## src/rtl/unidad_aritmetica_seg.sv

```systemverilog
// Pipelined signed fixed-point add/sub/mul/MAC unit with a fixed 2-cycle latency.
// Define UA_SATURACION_EN to saturate results and accumulator instead of wrapping.
module unidad_aritmetica_seg #(
    parameter int unsigned N     = 25,
    parameter int unsigned FRAC  = 0,
    parameter int unsigned GUARD = 4
) (
    input  logic             clk,
    input  logic             reset_n,
    input  logic             valid_in,
    input  logic [N-1:0]     a,
    input  logic [N-1:0]     b,
    input  logic [2:0]       func,
    output logic             valid_out,
    output logic [N-1:0]     y,
    output logic [2*N-1:0]   y1,
    output logic             overflow
);

    localparam int unsigned SW = N + 1;
    localparam int unsigned PW = 2 * N;
    localparam int unsigned AW = N + GUARD;
    localparam int unsigned EW = 2 * N + GUARD + 2;

    localparam logic signed [EW-1:0] YMAX = {{(EW-N+1){1'b0}}, {(N-1){1'b1}}};
    localparam logic signed [EW-1:0] YMIN = {{(EW-N+1){1'b1}}, {(N-1){1'b0}}};
    localparam logic signed [EW-1:0] AMAX = {{(EW-AW+1){1'b0}}, {(AW-1){1'b1}}};
    localparam logic signed [EW-1:0] AMIN = {{(EW-AW+1){1'b1}}, {(AW-1){1'b0}}};

    localparam logic [2:0] F_ADD = 3'd0;
    localparam logic [2:0] F_SUB = 3'd1;
    localparam logic [2:0] F_MUL = 3'd2;
    localparam logic [2:0] F_MAC = 3'd3;
    localparam logic [2:0] F_LDA = 3'd4;

    // operand capture
    logic            v0;
    logic [N-1:0]    a0;
    logic [N-1:0]    b0;
    logic [2:0]      f0;

    // stage 1 results
    logic                  v1;
    logic [2:0]            f1;
    logic signed [SW-1:0]  sum1;
    logic signed [PW-1:0]  prod1;
    logic signed [SW-1:0]  sum_c;
    logic signed [PW-1:0]  prod_c;

    // stage 2 combinational
    logic signed [AW-1:0]  acc;
    logic signed [PW-1:0]  scaled_c;
    logic signed [EW-1:0]  scaled_x;
    logic signed [EW-1:0]  acc_x;
    logic signed [EW-1:0]  accsum_c;
    logic signed [AW-1:0]  acc_new_c;
    logic signed [EW-1:0]  res_c;
    logic                  acc_op_c;
    logic                  acc_ovf_c;
    logic                  y_ovf_c;
    logic [N-1:0]          y_c;
    logic [PW-1:0]         y1_c;
    logic                  ovf_c;

    always_ff @(posedge clk or negedge reset_n) begin
        if (!reset_n) begin
            v0 <= 1'b0;
            a0 <= '0;
            b0 <= '0;
            f0 <= '0;
        end else begin
            v0 <= valid_in;
            if (valid_in) begin
                a0 <= a;
                b0 <= b;
                f0 <= func;
            end
        end
    end

    // full-precision sum/difference and product
    always_comb begin
        sum_c  = (f0 == F_SUB) ? ({a0[N-1], a0} - {b0[N-1], b0})
                               : ({a0[N-1], a0} + {b0[N-1], b0});
        prod_c = {{N{a0[N-1]}}, a0} * {{N{b0[N-1]}}, b0};
    end

    always_ff @(posedge clk or negedge reset_n) begin
        if (!reset_n) begin
            v1    <= 1'b0;
            f1    <= '0;
            sum1  <= '0;
            prod1 <= '0;
        end else begin
            v1 <= v0;
            if (v0) begin
                f1    <= f0;
                sum1  <= sum_c;
                prod1 <= prod_c;
            end
        end
    end

    // scaling, accumulation, overflow detection and N-bit reduction
    always_comb begin
        scaled_c  = prod1 >>> FRAC;
        scaled_x  = {{(EW-PW){scaled_c[PW-1]}}, scaled_c};
        acc_x     = {{(EW-AW){acc[AW-1]}}, acc};
        acc_op_c  = (f1 == F_MAC) || (f1 == F_LDA);
        accsum_c  = (f1 == F_MAC) ? (acc_x + scaled_x) : scaled_x;
        acc_ovf_c = (accsum_c > AMAX) || (accsum_c < AMIN);
`ifdef UA_SATURACION_EN
        if (acc_ovf_c) begin
            acc_new_c = accsum_c[EW-1] ? AMIN[AW-1:0] : AMAX[AW-1:0];
        end else begin
            acc_new_c = accsum_c[AW-1:0];
        end
`else
        acc_new_c = accsum_c[AW-1:0];
`endif
        res_c = '0;
        y1_c  = '0;
        case (f1)
            F_ADD, F_SUB: res_c = {{(EW-SW){sum1[SW-1]}}, sum1};
            F_MUL: begin
                res_c = scaled_x;
                y1_c  = prod1;
            end
            F_MAC, F_LDA: begin
                res_c = {{(EW-AW){acc_new_c[AW-1]}}, acc_new_c};
                y1_c  = prod1;
            end
            default: res_c = '0;
        endcase
        y_ovf_c = (res_c > YMAX) || (res_c < YMIN);
`ifdef UA_SATURACION_EN
        if (y_ovf_c) begin
            y_c = res_c[EW-1] ? YMIN[N-1:0] : YMAX[N-1:0];
        end else begin
            y_c = res_c[N-1:0];
        end
`else
        y_c = res_c[N-1:0];
`endif
        ovf_c = y_ovf_c || (acc_op_c && acc_ovf_c);
    end

    // bubbles leave outputs and accumulator untouched
    always_ff @(posedge clk or negedge reset_n) begin
        if (!reset_n) begin
            valid_out <= 1'b0;
            y         <= '0;
            y1        <= '0;
            overflow  <= 1'b0;
            acc       <= '0;
        end else begin
            valid_out <= v1;
            if (v1) begin
                y        <= y_c;
                y1       <= y1_c;
                overflow <= ovf_c;
                if (acc_op_c) begin
                    acc <= acc_new_c;
                end
            end
        end
    end

endmodule
```

## config.mk

```make
export PLATFORM = sky130hd
export DESIGN_NAME = unidad_aritmetica_seg
export DESIGN_NICKNAME = d
export VERILOG_FILES = /design/src/rtl/unidad_aritmetica_seg.sv
export SDC_FILE = /design/constraint.sdc
export NUM_CORES = 2
export LEC_CHECK = 0
export ABC_AREA = 1
export ABC_CLOCK_PERIOD_IN_PS = 7600
export CAP_MARGIN = 20
export CORE_MARGIN = 5
export CORE_UTILIZATION = 59
export DETAILED_ROUTE_END_ITERATION = 12
export HOLD_SLACK_MARGIN = 0.08
export PLACE_DENSITY = 0.79
export SYNTH_ARGS = -nofsm -noshare
export SYNTH_HDL_FRONTEND = slang
export SYNTH_SLANG_ARGS = --single-unit
```

## constraint.sdc

```tcl
create_clock -name clk -period 7.6 [get_ports clk]
set_clock_uncertainty 0.05 [all_clocks]
set_input_delay 0.76 -clock clk [delete_from_list [all_inputs] [get_ports clk]]
set_output_delay 0.76 -clock clk [all_outputs]
set_load 0.01 [all_outputs]
```

==> reports/results.tsv <==
metric	value	unit
worstSetupPathType	flip-flop to flip-flop	
ctsHoldBuffers	0	
slowest_stage	dfrtp_2	
status	completed	
clock_path_buffers	3	
max_slew_margin	31.3	%
rr_startpoint	b0[12]	
grt_pass1_wl	200	mm
syn_nets	6380	
drv_cap	0	
routed_wirelength	125	mm
drt-pass1-iter-count	6	
nFillCells	5936	
cp.required	7980	ps
synth-seq-cells	240	
clock-root-buffer	clkbuf_16	
dieHeight	272	um
drc_errors	0	
dp_hpwl	103	mm
syn-cell-area	0.0405	mm2
clock_sinks	240	
rsz0062_at_grt	no	
critPathMaxFanout	16	
cp_top_family	adder cells	
avgViaCountPerCell	5.51	
r2r-end	prod1[48]	
async_reset_ff_share	100	%
post-route-util	64.6	%
setup_violations	0	
postRouteAntennaNets	0	
die_w	272	um
row_count	96	
yosys_warnings	0	
hold_viol	0	
worst_pin_slew	1030	ps
ys.flop_type	dfrtp_1	
rr_worst_depth	29	
drt-initial-drc-count	3396	
min_path_type	input port to asynchronous set/reset pin	
wire_per_inst	19.5	um
synth.distinct_cells	55	
initial_core_util	59.2	%
syn_to_final_growth	9.13	%
clk_pin_slew	70	ps
yosysSeqAreaShare	14.8	%
grt_start_max_net_pins	156	
cts_tree	yes	
antenna_found_initial	2	
drive_gt1_share	5.42	%
netlist_instances	5446	
fp.coreArea	0.0683	mm2
finalNetCount	6441	
fp.dieArea	0.0739	mm2
htree_levels	1	
fmax	0.136	GHz
slowest_delay	600	ps
overflow	0	
min_period_over_period	96.8	%
grtUsageTotal	34.4	%
reg2reg_slack	250	ps
portBuffers	132	
num_vias	35336	
gp_congestion	1.07	
syn_avg_cell_area	7.43	um2
drv_slew	0	
critPathLaunchType	flip-flop	
cp-end-kind	flip-flop	
cts_buffers	30	
ioPinCount	133	
fin_crit	7350	ps
path_buf_inv	9	
grt_pass1_vias	36443	
clkLatencyLatePin	660	ps
synth_edf_count	0	
arrival	7730	ps
==> metal layers <==
layer	global-route usage, %	vias to the layer above	part of all wire (%)	wire length (um)
met5	0	-	0.020	25
met2	57.0	1675	46	58200
met1	46.1	17199	40	49800
met3	6.45	323	9.6	12000
met4	11.3	4	4.1	5160
li1	-	16135	-	-
==> registers in the layout, indices dropped and copies added (netlist names) <==
name and flops:
f1 3, a0 25, v0 1, y 25
sum1 26, v1 1, acc 29, overflow 1
prod1 50, f0 3, y1 50, valid_out 1
b0 25
==> cells in the final DEF (no fill, tap or decap), types with 7 or more instances in the layout <==
master,instances
ha_1,218
o31ai_1,45
dfrtp_2,19
o21a_1,8
nor2_1,215
inv_1,1388
nor2_2,17
a22oi_1,10
o21ai_1,9
a21oi_1,129
clkbuf_16,30
or2_2,21
mux2_2,23
clkbuf_1,7
a21o_1,8
o21bai_1,9
buf_12,11
nand3_2,8
inv_2,8
xor2_1,57
fa_1,660
nor3_1,23
o21ai_0,224
nand2_1,1573
clkdlybuf4s50_1,130
xnor2_1,33
buf_4,110
o221ai_1,10
nand4_1,37
dfrtp_1,220
nor4_1,12
nand3_1,142
a31oi_1,26
==> cell families (layout without fill, tap and decap cells) <==
| family | count (synthesis) | count (layout) | share of synthesized area, % |
|---|---|---|---|
| buffers and inverters | 1622 | 1706 | 15.1 |
| other | 0 | 1 | 0 |
| and+or+nand+nor | 2082 | 2082 | 20.8 |
| DFF | 240 | 240 | 14.8 |
| AOI/OAI and AO/OA | 511 | 511 | 7.21 |
| xor gates and xnor gates | 90 | 90 | 1.95 |
| adders and majority gates | 878 | 878 | 39.4 |
| muxes | 23 | 23 | 0.640 |
==> what timing repair did <==
| action | in CTS | in global routing |
|---|---|---|
| gates resized for setup | 4 | 20 |
| setup endpoints to repair | 3 | 11 |
| buffers inserted | 0 | 1 |
==> cells in the mapped netlist (45+ instances only) <==
master | count | area, um2
dfrtp_1 | 240 | 6010
nor2_1 | 216 | 811
nand3_1 | 142 | 711
o21ai_0 | 224 | 1120
xor2_1 | 57 | 499
a21oi_1 | 130 | 651
ha_1 | 218 | 2730
fa_1 | 660 | 13200
nand2_1 | 1573 | 5900
clkbuf_1 | 171 | 642
inv_1 | 1388 | 5210
o31ai_1 | 45 | 338
==> layout make-up <==
type / count / area, um2 / share of cell area, %
clock buffers: 39 / 805 / 1.82
flip-flops and latches: 240 / 6030 / 13.7
diodes: 1 / 2.50 / 0.00567
multi-input cells: 3584 / 28400 / 64.3
well taps: 882 / 1100 / 2.50
repair buffers: 252 / 2360 / 5.35
clock inverters: 16 / 211 / 0.479
inverters: 1399 / 5260 / 11.9
==> worst max path at each step <==
stage / from / end / cells past startpoint
floorplan: a0[24] / prod1[45] / 26
global placement: b0[12] / prod1[48] / 29
detailed placement: b0[18] / prod1[48] / 26
CTS: b0[11] / prod1[48] / 29
global route: b0[7] / prod1[36] / 27
finish: b0[12] / prod1[48] / 29
==> stage by stage <==
stage | cells | setup slack, ps | cell area, um2 | hold slack, ps | setup TNS [ps]
floorplan | 5446 | 352 | 40500 | 302 | 0
detailed placement | 6356 | -191 | 43100 | 415 | -391
CTS | 6411 | 13.0 | 44100 | 95.6 | 0
global route | 6412 | 5.79 | 44100 | 98.3 | 0
global placement | 6356 | -157 | 43100 | 408 | -323
finish | 6413 | 246 | 44100 | 42.4 | 0
Power is not shown: default switching activity piles up to over one toggle a cycle in this logic, so the estimate is an artifact.
